$ cat config.mk
export PLATFORM = sky130hd
export DESIGN_NAME = led_pwm_regbank
export DESIGN_NICKNAME = d
export VERILOG_FILES = /design/src/rtl/led_pwm_regbank.sv
export SDC_FILE = /design/constraint.sdc
export NUM_CORES = 1
export LEC_CHECK = 0
export ABC_AREA = 0
export CORE_ASPECT_RATIO = 0.6
export CORE_MARGIN = 3
export CORE_UTILIZATION = 50
export CTS_CLUSTER_SIZE = 40
export DETAILED_ROUTE_END_ITERATION = 7
export GPL_TIMING_DRIVEN = 0
export PLACE_DENSITY = 0.74
export REMOVE_ABC_BUFFERS = 1
export SETUP_SLACK_MARGIN = 0.02
export SLEW_MARGIN = 40
export SYNTH_ARGS = -nofsm -noshare
export SYNTH_HDL_FRONTEND = slang
export SYNTH_SLANG_ARGS = --single-unit
$ cat constraint.sdc
create_clock -name clk -period 2.2 [get_ports clk]
set_clock_uncertainty 0.2 [all_clocks]
set_input_delay 0.44 -clock clk [delete_from_list [all_inputs] [get_ports clk]]
set_output_delay 0.44 -clock clk [all_outputs]
set_load 0.01 [all_outputs]
$ cat src/rtl/led_pwm_regbank.sv
// rtl/led_pwm_regbank.sv - I2C-facing register bank with double-buffered PWM duty registers.
// Optional build macro: LED_PWM_AUTOCOMMIT_EN (write to the last duty register also commits).
module led_pwm_regbank #(
  parameter int          NUM_CH       = 8,
  parameter logic [7:0]  PRESCALE_RST = 8'd0
) (
  input  logic                  clk,
  input  logic                  rst_n,
  input  logic                  rw,
  input  logic [7:0]            addr,
  input  logic                  wen,
  input  logic [7:0]            wdata,
  input  logic                  rdata_used,
  output logic [7:0]            rdata,
  input  logic                  period_end,
  output logic                  pwm_en,
  output logic [7:0]            prescale,
  output logic [NUM_CH*8-1:0]   duty_flat,
  output logic                  commit_pending
);

  localparam logic [7:0] ADDR_CTRL     = 8'h00;
  localparam logic [7:0] ADDR_STATUS   = 8'h01;
  localparam logic [7:0] ADDR_PRESCALE = 8'h02;
  localparam logic [7:0] ADDR_COMMIT   = 8'h03;
  localparam logic [7:0] ADDR_LAST     = 8'(16 + NUM_CH - 1);

  logic [7:0] shadow [NUM_CH];
  logic [7:0] active [NUM_CH];
  logic       ctrl_sync;
  logic       done;
  logic [7:0] rd_val;
  logic       wr_ctrl, soft_rst, auto_hit, commit_wr;
  logic       xfer_period, xfer_imm, xfer, status_clr;
  logic       unused_rw;

  assign unused_rw = rw;

  assign wr_ctrl  = wen && (addr == ADDR_CTRL);
  assign soft_rst = wr_ctrl && wdata[7];

`ifdef LED_PWM_AUTOCOMMIT_EN
  assign auto_hit = wen && (addr == ADDR_LAST);
`else
  assign auto_hit = 1'b0;
`endif

  assign commit_wr   = (wen && (addr == ADDR_COMMIT)) || auto_hit;
  // An immediate-mode commit also services a pending transfer left over from SYNC=1.
  assign xfer_imm    = commit_wr && !ctrl_sync;
  assign xfer_period = period_end && commit_pending;
  assign xfer        = xfer_imm || xfer_period;
  assign status_clr  = rdata_used && (addr == ADDR_STATUS);

  always_comb begin
    rd_val = 8'h00;
    case (addr)
      ADDR_CTRL:     rd_val = {6'b0, ctrl_sync, pwm_en};
      ADDR_STATUS:   rd_val = {6'b0, done, commit_pending};
      ADDR_PRESCALE: rd_val = prescale;
      default: begin
        for (int i = 0; i < NUM_CH; i++) begin
          if (addr == 8'(16 + i)) rd_val = shadow[i];
        end
      end
    endcase
  end

  always_ff @(posedge clk or negedge rst_n) begin
    if (!rst_n) begin
      pwm_en         <= 1'b0;
      ctrl_sync      <= 1'b0;
      prescale       <= PRESCALE_RST;
      commit_pending <= 1'b0;
      done           <= 1'b0;
      rdata          <= 8'h00;
      for (int i = 0; i < NUM_CH; i++) begin
        shadow[i] <= 8'h00;
        active[i] <= 8'h00;
      end
    end else if (soft_rst) begin
      pwm_en         <= 1'b0;
      ctrl_sync      <= 1'b0;
      prescale       <= PRESCALE_RST;
      commit_pending <= 1'b0;
      done           <= 1'b0;
      rdata          <= 8'h00;
      for (int i = 0; i < NUM_CH; i++) begin
        shadow[i] <= 8'h00;
        active[i] <= 8'h00;
      end
    end else begin
      rdata <= rd_val;
      if (wr_ctrl) begin
        pwm_en    <= wdata[0];
        ctrl_sync <= wdata[1];
      end
      if (wen && (addr == ADDR_PRESCALE)) prescale <= wdata;
      // Transfer copies the pre-edge shadows; an immediate-mode duty write then overrides its channel.
      for (int i = 0; i < NUM_CH; i++) begin
        if (xfer) active[i] <= shadow[i];
        if (wen && (addr == 8'(16 + i))) begin
          shadow[i] <= wdata;
          if (!ctrl_sync) active[i] <= wdata;
        end
      end
      if (xfer_imm)         commit_pending <= 1'b0;
      else if (commit_wr)   commit_pending <= 1'b1;
      else if (xfer_period) commit_pending <= 1'b0;
      if (xfer)             done <= 1'b1;
      else if (status_clr)  done <= 1'b0;
    end
  end

  for (genvar n = 0; n < NUM_CH; n++) begin : g_flat
    assign duty_flat[8*n +: 8] = active[n];
  end

endmodule
* After elaboration in Yosys (flattened, before gate mapping)
Index checks and enable logic that the tools add are counted.
Storage, ports and cells: logic and storage cells 120, output and inout port bits 82, bits of input ports 22, flip-flop bits (word level) 148
Operators by class: muxes and demuxes 57, equality and inequality tests 11, reduce and logical (&&, ||, !) cells 30
Operators with widths (count):
- two-way mux 8 bit | 43
- two-way mux 64 bit | 2
- equality test 8 x 5 -> 1 bit, second input constant | 8
- one-hot mux 8 bit (3 select lines) | 1
- nonzero test 2 bit | 10
- equality test 8 x 2 -> 1 bit, second input constant | 2
- logical AND 1 bit | 15
- two-way mux 1 bit | 11
- equality test 8 x 1 -> 1 bit, second input constant | 1
- logical NOT 8 bit | 1
- nonzero test 4 bit | 1
- nonzero test 3 bit | 1
- logical NOT 1 bit | 1
- logical OR 1 bit | 1

* Depth between registers and ports, before layout
depth in word-level cells 11, gate-level depth with buffers 7, mapped depth without buffers 4

* Least setup slack after synthesis
No wires, ideal clock.
path kind input -> register, start point input addr[5], end point register shadow[26] (netlist bit), arrival 1.959 ns, path buffers 1, setup time 0.122 ns, stages 5, setup slack -0.081 ns, data required time 1.878 ns, cell sequence or4b_4 buf_6 nor4_4 mux2i_1 nor2_2
Between the ends: longest elaborated chain between the ends 4, elaborated cells between the ends (all ways) 7, those cells by class eq/ne: 1; mux: 1; reduce/logical: 5
Ends and longest elaborated chain:
- start, declared | line 10 | input logic [7:0] addr,
- logical NOT 8 bit | line 39 | assign wr_ctrl = wen && (addr == ADDR_CTRL);
- logical AND 1 bit | line 39
- logical AND 1 bit | line 40 | assign soft_rst = wr_ctrl && wdata[7];
- two-way mux 64 bit / nonzero test 2 bit (equally long branches)
- end signal, assigned by index | line 103 | shadow[i] <= wdata;
- end, declared | line 28 | logic [7:0] shadow [NUM_CH];
Several ways; a longest one is shown, not always the timed one. A chain may end at the register's enable or synchronous reset.

* Worst setup path in the final report
start point input addr[0], end point register rdata[6]
Between the ends: longest elaborated chain between the ends 11, elaborated cells between the ends (all ways) 23, those cells by class eq/ne: 10; mux: 10; reduce/logical: 3
Ends and longest elaborated chain:
- equality test 8 x 5 -> 1 bit | line 63 | if (addr == 8'(16 + i)) rd_val = shadow[i];
- two-way mux 8 bit (8 in series) | line 63
- one-hot mux 8 bit (3 select lines) | line 57 | case (addr)
- two-way mux 8 bit * | line 81 | end else if (soft_rst) begin
- end signal, assigned | line 93 | rdata <= rd_val;
- end, declared | line 14 | output logic [7:0] rdata,
Mark *: on every way between the ends. The rest lies on a longest branch, timed or not.

==> impl_metrics.py <==
metrics = {
    "pwr": {
        "power.internal_w": 0.00509,
        "p_seq_share_pct": 44.2,
        "comb_power_share_pct": 12.5,
        "power_leakage_nw": 4.53,
        "vdd_drop_max_v": 0.000476,
        "p_clk_share_pct": 43.2,
        "switching_share_pct": 25.9,
        "p_sw_w": 0.00178,
        "power.density_nw_per_um2": 700,
    },
    "global_route": {
        "overflow": 0,
        "grt_pass1_wl_um": 37800,
        "grt_pass1_vias": 6569,
        "grt_usage_pct": 29.9,
        "antenna_found_initial": 0,
        "grt_max_degree": 77,
    },
    "synth": {
        "yosys_warnings": 0,
        "syn_area_per_cell_um2": 9.41,
        "synth.distinct_cells": 51,
        "synth-seq-cells": 148,
        "synthFlopType": "dfrtp_1",
        "synth_edf_count": 0,
        "syn_inst": 809,
        "async_flop_share_pct": 100,
        "syn_area_um2": 7610,
        "ys_seq_area_share_pct": 48.7,
    },
    "routing": {
        "wl_um": 25000,
        "num_vias": 7030,
        "first_pass_iters": 6,
        "first_iter_violations": 858,
        "wire_per_inst_um": 22.4,
        "ant_nets": 0,
        "route.detailed.drc": 0,
        "viasPerCell": 6.31,
    },
    "floorplanning": {
        "die-area_um2": 16800,
        "start_util_pct": 51.9,
        "io_pins": 104,
        "rows": 34,
        "core_area_um2": 14700,
        "die_h_um": 102,
        "dieWidth_um": 165,
    },
    "timing": {
        "drv_slew": 0,
        "relSlewSlack_pct": 39.5,
        "finalCriticalPeriod_ns": 2.14,
        "max_freq_mhz": 467,
        "setup-tns-final_ns": 0,
        "rsz0062_at_grt": "false",
        "finalCritPeriodShare_pct": 97.4,
        "setup_violations": 0,
        "hold_viol": 0,
        "whs_ns": 0.340,
        "worst_pin_slew_ns": 0.905,
    },
    "final_layout": {
        "nets": 925,
        "layout-drive-gt1-share_pct": 15.8,
        "area_growth_pct": 28.9,
        "seqCellArea_um2": 3700,
        "num_antenna_cells": 0,
        "nFillCells": 1143,
        "multi_input_area_um2": 3740,
    },
    "critical_path": {
        "reg2reg_from": "ctrl_sync$_DFFE_PN0P_",
        "critPathKind": "in2reg",
        "arrival_ns": 2.26,
        "start_kind": "input port",
        "ff2ff_setup_slack_ns": 0.14,
        "worst-path-max-fanout": 30,
        "cp-end-kind": "register",
        "required_ns": 2.32,
        "startpoint": "addr[0]",
    },
    "cts": {
        "htreeDepth": 4,
        "clk_latency_ns": 0.42,
        "cts_buffers": 17,
        "cts_sinks": 148,
        "clock_tree.root_cell": "clkbuf_16",
        "tritoncts": "built",
        "cts_buffer_depth": 2,
        "path_clk_slew_ns": 0.06,
    },
    "flow_run": {
        "drv_cap": 0,
    },
    "worst_hold_path": {
        "hold_path.startpoint": "shadow[59]$_DFFE_PN0P_",
        "hp-class": "reg2reg",
    },
    "place": {
        "dp_hpwl_um": 15900,
        "port_buffers": 102,
        "routabilityCongestion": 0.896,
    },
    "run_status": {
        "status": "completed",
    },
}
[state kept, by name, indices dropped and copies added (netlist names)]
register	count
pwm_en	1
ctrl_sync	1
commit_pending	1
rdata	8
done	1
prescale	8
shadow	64
duty_flat	64
[kinds of logic (layout without fill, tap and decap cells)]
kind of cell    Yosys count  count (layout)  share of synthesized area [%]
buf+inv                  78             183                           4.77
compound gates          266             266                           19.2
simple gates            222             224                           14.7
flops                   148             148                           48.7
mux                      95              95                           12.7
[synth_stat cells, types with 8 or more instances]
| cell type | n | share of area [%] |
|---|---|---|
| dfrtp_1 | 148 | 49 |
| nand2_1 | 76 | 3.7 |
| nor2_2 | 8 | 0.66 |
| o21ai_0 | 78 | 5.1 |
| buf_1 | 14 | 0.69 |
| a21oi_1 | 149 | 9.8 |
| clkbuf_1 | 39 | 1.9 |
| buf_2 | 14 | 0.92 |
| nor4b_1 | 8 | 0.92 |
| mux2i_1 | 90 | 12 |
| nand3_1 | 8 | 0.53 |
| nand4_1 | 8 | 0.66 |
| nor2_1 | 74 | 3.6 |
[final timing paths]
check / end / cells past startpoint
worst min register to register: duty_flat[3]$_DFF_PN0_ / 2
max in group asynchronous: shadow[52]$_DFFE_PN0P_ / 3
worst max-delay path: rdata[6]$_DFF_PN0_ / 6
worst max register to register: duty_flat[38]$_DFF_PN0_ / 5
min in group asynchronous: duty_flat[50]$_DFF_PN0_ / 2
worst min-delay path: duty_flat[3]$_DFF_PN0_ / 2
[per-stage QoR]
| stage | cells | worst slack (ns) | total power, W | util [%] | area, µm² |
|---|---|---|---|---|---|
| after detailed placement | 1057 | -1.70 | 0.00389 | 60.0 | 8800 |
| after CTS | 1109 | 0.0237 | 0.00687 | 66.3 | 9730 |
| after global routing | 1114 | 0.0313 | 0.00709 | 66.8 | 9810 |
| after global placement | 1035 | -5.17 | 0.00385 | 58.1 | 8530 |
| after floorplan | 735 | -2.03 | 0.00335 | - | 7260 |
| final | 1114 | 0.0565 | 0.00687 | 66.8 | 9810 |
[final cells by class]
| class | instances | share of cell area (%) |
|---|---|---|
| multi-input cells | 585 | 38.1 |
| clock inverters | 10 | 1.24 |
| flip-flops and latches | 148 | 37.8 |
| well taps | 198 | 2.53 |
| inverters | 4 | 0.153 |
| repair buffers | 147 | 15.3 |
| clock buffers | 22 | 4.94 |
[power groups by stage]
stage | clock (W) | combinational, W | sequential [W]
after floorplan | 0 | 0.000263 | 0.00308
after global placement | 0 | 0.000775 | 0.00307
after detailed placement | 0 | 0.000812 | 0.00308
after CTS | 0.00299 | 0.000844 | 0.00303
after global routing | 0.00311 | 0.000929 | 0.00305
final | 0.00297 | 0.000861 | 0.00304
[worst max-delay path, cell delays in order]
cell and delay [ns]:
buf_4 0.20, buf_16 0.20, nor4b_2 0.62, and2_0 0.47, a22oi_1 0.16, o21ai_0 0.15
[routing by layer]
| metal | routed length [µm] | vias to the layer above | global-route usage (%) |
|---|---|---|---|
| li1 | - | 3089 | - |
| met1 | 10800 | 3437 | 44.6 |
| met2 | 10400 | 468 | 41.6 |
| met3 | 3360 | 36 | 9.40 |
| met4 | 379 | 0 | 9.20 |
| met5 | 0 | - | 0 |
[what timing repair did]
item,4_1_cts,5_1_grt
buffers inserted,19,4
pin swaps,10,4
hold buffers,1,0
gates resized for setup,56,19
endpoints found under the setup margin,148,101
endpoints found under the hold margin,75,0
gates cloned,2,2
[cell usage in the layout (no fill, tap or decap), types with 6 or more instances in the layout]
cell,synthesis,final
a21oi_1,149,146
a22oi_1,7,7
a31oi_1,6,6
buf_2,14,15
buf_4,0,26
clkbuf_16,0,19
clkdlybuf4s50_1,0,85
dfrtp_1,148,147
mux2i_1,90,90
nand2_1,76,76
nand4_1,8,8
nor2_1,74,72
nor2_2,8,10
nor4b_1,8,6
o211ai_1,6,6
o21ai_0,78,77
o21bai_1,6,6
No activity file was read; power rests on OpenSTA's default activity.
